$ cat config.mk
export PLATFORM = sky130hd
export DESIGN_NAME = adder_seq_ctrl
export DESIGN_NICKNAME = d
export VERILOG_FILES = /design/src/rtl/adder_seq_ctrl_pkg.sv /design/src/rtl/adder_seq_ctrl_adder4.sv /design/src/rtl/adder_seq_ctrl.sv
export SDC_FILE = /design/constraint.sdc
export NUM_CORES = 1
export LEC_CHECK = 0
export CAP_MARGIN = 20
export CORE_UTILIZATION = 25
export CTS_BUF_LIST = sky130_fd_sc_hd__clkbuf_4
export DETAILED_ROUTE_END_ITERATION = 7
export DONT_BUFFER_PORTS = 1
export PLACE_DENSITY_LB_ADDON = 0.1
export SLEW_MARGIN = 40
export SYNTH_ARGS = -nofsm -noshare
export SYNTH_HDL_FRONTEND = slang
export SYNTH_SLANG_ARGS = --single-unit
$ cat constraint.sdc
create_clock -name clk -period 7.4 [get_ports clk]
set_clock_uncertainty 0.2 [all_clocks]
set_input_delay 0.37 -clock clk [delete_from_list [all_inputs] [get_ports clk]]
set_output_delay 0.37 -clock clk [all_outputs]
set_load 0.01 [all_outputs]
$ cat src/rtl/adder_seq_ctrl_pkg.sv
// Shared helpers for the nibble-serial adder sequencer.
package adder_seq_ctrl_pkg;

    localparam int SLICE_W = 4;

    // Index register needs at least one bit even when only one slice exists.
    function automatic int idx_width(input int nslice);
        return (nslice > 1) ? $clog2(nslice) : 1;
    endfunction

endpackage

$ cat src/rtl/adder_seq_ctrl_adder4.sv
// Combinational 4-bit ripple-carry adder slice.
module adder4 (
    input  logic [3:0] a,
    input  logic [3:0] b,
    input  logic       cin,
    output logic [3:0] sum,
    output logic       cout
);

    logic [4:0] c;

    assign c[0] = cin;

    generate
        for (genvar gi = 0; gi < 4; gi++) begin : g_bit
            assign sum[gi]  = a[gi] ^ b[gi] ^ c[gi];
            assign c[gi+1]  = (a[gi] & b[gi]) | (c[gi] & (a[gi] ^ b[gi]));
        end
    endgenerate

    assign cout = c[4];

endmodule

$ cat src/rtl/adder_seq_ctrl.sv
// Sequencer that adds two WIDTH-bit operands one nibble per clock through a
// single shared adder4 slice, LSB nibble first, with start/busy/done handshake.
module adder_seq_ctrl
    import adder_seq_ctrl_pkg::*;
#(
    parameter int WIDTH = 16
) (
    input  logic             clk,
    input  logic             rst_n,
    input  logic             start,
    input  logic [WIDTH-1:0] a,
    input  logic [WIDTH-1:0] b,
    input  logic             cin,
    output logic             busy,
    output logic             done,
    output logic [WIDTH-1:0] sum,
    output logic             cout
);

    localparam int NSLICE = WIDTH / SLICE_W;
    localparam int IDX_W  = idx_width(NSLICE);

    typedef enum logic [1:0] {
        IDLE = 2'd0,
        RUN  = 2'd1,
        DONE = 2'd2
    } state_t;

    state_t           state_reg, state_next;
    logic [WIDTH-1:0] a_reg, b_reg, sum_reg;
    logic             carry_reg, cout_reg;
    logic [IDX_W-1:0] idx_reg;

    logic [3:0] a_nib [NSLICE];
    logic [3:0] b_nib [NSLICE];
    logic [3:0] slice_a, slice_b, slice_sum;
    logic       slice_cout;
    logic       last_slice;

    generate
        for (genvar gi = 0; gi < NSLICE; gi++) begin : g_nib
            assign a_nib[gi] = a_reg[SLICE_W*gi +: SLICE_W];
            assign b_nib[gi] = b_reg[SLICE_W*gi +: SLICE_W];
        end
    endgenerate

    assign slice_a    = a_nib[idx_reg];
    assign slice_b    = b_nib[idx_reg];
    assign last_slice = (idx_reg == IDX_W'(NSLICE - 1));

    adder4 u_adder4 (
        .a    (slice_a),
        .b    (slice_b),
        .cin  (carry_reg),
        .sum  (slice_sum),
        .cout (slice_cout)
    );

    always_ff @(posedge clk or negedge rst_n) begin
        if (!rst_n) begin
            state_reg <= IDLE;
        end else begin
            state_reg <= state_next;
        end
    end

    always_comb begin
        state_next = state_reg;
        case (state_reg)
            IDLE:    if (start) state_next = RUN;
            RUN:     if (last_slice) state_next = DONE;
            DONE:    state_next = IDLE;
            default: state_next = IDLE;
        endcase
    end

    // Operands are captured once so the producer may change a/b/cin mid-add.
    always_ff @(posedge clk or negedge rst_n) begin
        if (!rst_n) begin
            a_reg     <= '0;
            b_reg     <= '0;
            sum_reg   <= '0;
            carry_reg <= 1'b0;
            cout_reg  <= 1'b0;
            idx_reg   <= '0;
        end else begin
            case (state_reg)
                IDLE: begin
                    if (start) begin
                        a_reg     <= a;
                        b_reg     <= b;
                        carry_reg <= cin;
                        idx_reg   <= '0;
                        sum_reg   <= '0;
                        cout_reg  <= 1'b0;
                    end
                end
                RUN: begin
                    sum_reg[SLICE_W*idx_reg +: SLICE_W] <= slice_sum;
                    carry_reg <= slice_cout;
                    if (last_slice) begin
                        cout_reg <= slice_cout;
                    end else begin
                        idx_reg <= idx_reg + 1'b1;
                    end
                end
                DONE: idx_reg <= '0;
                default: ;
            endcase
        end
    end

    assign busy = (state_reg == RUN) || (state_reg == DONE);
    assign done = (state_reg == DONE);
    assign sum  = sum_reg;
    assign cout = cout_reg;

endmodule

# == Yosys cells after proc, flatten, opt, wreduce, memory -nomap -nowiden ==
# Index checks and enable logic that the tools add are counted.
# word_totals
register_bits,54
out_inout_bits,19
input_bits,36
# op_classes
reduce_logical,9
shift,2
addsub,2
mux,20
bitwise,21
n_lt_le_gt_ge,1
n_eq_ne,6
# op_table
operator,count
$neg 4->34,1
$shift 4x34->16 const A,1
$shiftx 4x34->16,1
$pmux 16 s2,1
$bmux 4 s2,2
$bwmux 16,1
$mux 16,1
$mux 4,4
$and 1x1->1,8
$mux 2,4
$xor 1x1->1,8
$ne 2x2->1 const B,3
$pmux 2 s3,1
$reduce_and 2->1,3
$reduce_and 3->1,2
$eq 2x2->1 const B,2
$or 1x1->1,4
$pmux 1 s2,2
$pmux 2 s2,1
$ge 3x3->1 const B,1
$mux 1,3
$not 2->3,1
$reduce_bool 3->1,1
$add 2x1->2 const B,1
other kinds (4),4

# == Longest topological paths before layout ==
# depth
word_depth,15
ltp_mapped,9
depth_no_buf,8

# == Modules after synthesis ==
# Synthesis repeated with hierarchy kept, for this count alone.
# unflattened
cells_unflattened,207
hier_area_um2,2695.1
# modules_own_cells
mod,area_each_um2,cells_each,instances
adder_seq_ctrl,2577.5,193,1
adder4,117.6,14,1

# == Worst setup path before layout ==
# OpenSTA, ideal clock, no wires.
# synth_timing
path_kind,register -> register
from,register idx_reg[0]
to,"register sum_reg[7], in the netlist sum[7]"
path_buffers,1
required_time_ns,7.075
setup_time_ns,0.125
synth_period_minus_slack_ns,3.539
arrival_ns,3.214
stages_incl_launch_ff,10
slack_ns,3.861
path_cell_list,dfrtp_1 -> buf_2 -> mux4_2 -> fa_1 -> fa_1 -> fa_1 -> fa_1 -> nand3_1 -> nor2_1 -> mux2_4
# synth_via
elab_chain_len,15
word_cells_on_any_way,29
cone_classes,1 x add/sub; 2 x shift; 8 x mux; 18 x bitwise
# synth_lines
element,line_no,text
from (decl),adder_seq_ctrl.sv:32,logic [IDX_W-1:0] idx_reg;
from (signal assigned),adder_seq_ctrl.sv:104,idx_reg <= idx_reg + 1'b1;
$not 2->3 (implied by the code),"adder_seq_ctrl.sv:47, adder_seq_ctrl.sv:48",
"$bmux 4 s2, on equally long branches","adder_seq_ctrl.sv:47, adder_seq_ctrl.sv:48",
"$mux 4, on equally long branches (2 in series)","adder_seq_ctrl.sv:47, adder_seq_ctrl.sv:48",
$xor 1x1->1,"adder_seq_ctrl_adder4.sv:16, adder_seq_ctrl_adder4.sv:17",
$and 1x1->1,adder_seq_ctrl_adder4.sv:17,assign c[gi+1] = (a[gi] & b[gi]) | (c[gi] & (a[gi] ^ b[gi]));
$or 1x1->1,adder_seq_ctrl_adder4.sv:17,
$and 1x1->1,adder_seq_ctrl_adder4.sv:17,
$or 1x1->1,adder_seq_ctrl_adder4.sv:17,
$and 1x1->1,adder_seq_ctrl_adder4.sv:17,
$or 1x1->1,adder_seq_ctrl_adder4.sv:17,
$xor 1x1->1,adder_seq_ctrl_adder4.sv:16,assign sum[gi] = a[gi] ^ b[gi] ^ c[gi];
$shiftx 4x34->16,adder_seq_ctrl.sv:99,sum_reg[SLICE_W*idx_reg +: SLICE_W] <= slice_sum;
$bwmux 16 *,adder_seq_ctrl.sv:99,
$pmux 16 s2 *,adder_seq_ctrl.sv:87,case (state_reg)
"to (signal, indexed assignment)",adder_seq_ctrl.sv:99,
to (decl),adder_seq_ctrl.sv:30,"logic [WIDTH-1:0] a_reg, b_reg, sum_reg;"
# Mark *: on every way between the ends. The rest lies on a longest branch, timed or not. The select of a mux whose other input is x is not followed.
# A chain may end at the register's enable or synchronous reset.

# == Final worst setup path ==
# Ends and elaborated chain as after synthesis.

==> out/qor.yml <==
pwr_density_cell_nw_per_um2: 412
antenna_cells: 0
multi_input_area_um2: 1240
die_w_um: 105
clockBufferDepth: 2
gp_congestion: 0.695
yosysSeqAreaShare_pct: 50.7
worstPathRequired_ns: 7.46
avgViaCountPerCell: 4.50
ys.flop_type: "dfrtp_1"
clock_sinks: 54
clk_latency_ns: 0.36
seq_area_um2: 1350
track_usage_pct: 11.3
die_area_um2: 11100
die_y_um: 105
fin_tns_setup_ns: 0
finalCritPeriodShare_pct: 51.5
drv_slew: 0
rsz0062_at_grt: "no"
status: "completed"
route.detailed.drc: 0
grt_pass1_wl_mm: 9.80
antenna_left: 0
core-area_um2: 10300
crit_start: "idx_reg[0]"
clkTransAtPathRegs_ns: 0.16
ys_ff_latch: 54
fin_nets: 277
wl_mm: 5.84
tightest_slew_ns: 0.754
io_pins: 55
final_common_cell: "dfrtp_1"
cts_tree: "done"
power_leakage_nw: 1.33
start_util_pct: 25.8
endpoint_kind: "register"
reg2reg_from: "idx_reg[0]"
syn_nets: 243
maxCapViolCount: 0
fmax_mhz: 262
cts_root_buffer: "clkbuf_4"
cts_buffers: 5
mostFrequentLayoutCells: "dfrtp_1 (53), dlygate4sd3_1 (35), mux2_2 (33)"
vias: 1647
critPathKind: "register to register"
grt_antenna_before_repair: 0
yosys_warnings: 0
finalCriticalPeriod_ns: 3.81
min_from: "start"
setup_slack_ns: 3.59
netlist_area_um2: 2670
h-tree-depth: 2
place_area_um2: 2790
layout-drive-gt1-share_pct: 27.8
gr-total-overflow: 0
firstDrtPassIters: 4
synth.avg_cell_area_um2: 13.7
grt_pass1_vias: 1812
power.total_mw: 1.34
crit_arrival_ns: 3.88
synth_cell_types: 32
cp_max_fo: 22
syn_to_final_growth_pct: 21.7
vdd_drop_max_mv: 0.165
start_kind: "register"
final.fill_count: 1042
hold_violations: 0
slew_headroom_pct: 49.6
async_reset_ff_share_pct: 100
rows: 37
hold_slack_ns: 0.0484
routedWlPerCell_um: 16.0
synth_edf_count: 0
min_path_type: "input port to register"
setup_viol: 0
dp_slack_ns: 3.60
fin_area_um2: 3240
place_hpwl_mm: 4.32
io_buffers: 0
grt_max_degree: 55
syn_inst: 195
drt_iter0_markers: 51
-- synthesized netlist by cell type, drive strengths merged, types with 2 or more instances --
| cell type | instances | area (µm²) |
|---|---|---|
| o2bb2ai | 4 | 35.0 |
| mux4 | 8 | 180 |
| o21ai | 10 | 50.1 |
| a21oi | 4 | 20.0 |
| clkbuf | 4 | 16.3 |
| buf | 5 | 31.3 |
| nand2 | 11 | 43.8 |
| ha | 8 | 100 |
| nand3 | 8 | 40.0 |
| dfrtp | 54 | 1350 |
| mux2 | 42 | 507 |
| inv | 6 | 22.5 |
| nor2b | 3 | 18.8 |
| nor2 | 5 | 18.8 |
| nor3 | 6 | 30.0 |
| o21a | 2 | 30.0 |
| fa | 4 | 80.1 |
-- worst paths after layout --
| check | cells after the start | slack [ns] | end |
|---|---|---|---|
| min | 2 | 0.05 | state_reg[1] |
| min in group asynchronous | 2 | 0.30 | sum[12] |
| max | 8 | 3.59 | sum[7] |
| max in group asynchronous | 2 | 6.44 | b_reg[15] |
| max reg2reg | 8 | 3.59 | sum[7] |
| min reg2reg | 1 | 0.32 | b_reg[0] |
-- layer usage --
| metal | vias to the layer above | wire length (µm) | track usage, % |
|---|---|---|---|
| li1 | 768 | - | - |
| met1 | 836 | 2620 | 14.4 |
| met2 | 39 | 2910 | 19.5 |
| met3 | 4 | 274 | 2.72 |
| met4 | 0 | 40 | 2.11 |
| met5 | - | 0 | 0 |
-- cells by family (layout without fill, tap and decap cells) --
group | Yosys count | in the layout | share of synthesized area [%]
DFF | 54 | 54 | 50.7
muxes | 51 | 51 | 26.2
and+or+nand+nor | 38 | 38 | 7.28
AOI/OAI and AO/OA | 25 | 25 | 6.48
buffers and inverters | 15 | 50 | 2.63
adders and majority gates | 12 | 12 | 6.76
-- per-stage QoR --
stage | cells | util (%)
after floorplan | 195 | -
after global placement | 322 | 27.0
after detailed placement | 322 | 27.0
after CTS | 366 | 31.4
after global routing | 366 | 31.4
final | 366 | 31.4
-- repair_timing --
| action | CTS | global route |
|---|---|---|
| hold buffers | 36 | 0 |
| setup endpoints to repair | 0 | 0 |
| gates resized for setup | 0 | 0 |
| setup buffers | 0 | 0 |
| hold endpoints to repair | 88 | 0 |
-- power breakdown --
group / switching [mW] / internal [mW] / total, mW
sequential: 0.0982 / 0.408 / 0.506
combinational: 0.339 / 0.328 / 0.667
clock: 0.0925 / 0.0702 / 0.163
-- worst max-delay path, stage by stage, from the launching register on --
cell and delay, ns:
dfrtp_2 0.73, mux4_2 0.60, fa_1 0.41, fa_1 0.40
fa_1 0.39, fa_1 0.54, nand3_1 0.13, nor2_1 0.05
mux2_4 0.26
-- area by class of cell --
class / count / area share (%)
clock buffers: 5 / 1.16
clock inverters: 3 / 1.23
inverters: 6 / 0.694
multi-input cells: 126 / 38.3
flip-flops and latches: 54 / 41.7
well taps: 136 / 5.24
repair buffers: 36 / 11.6
(Power assumes the default switching activity.)
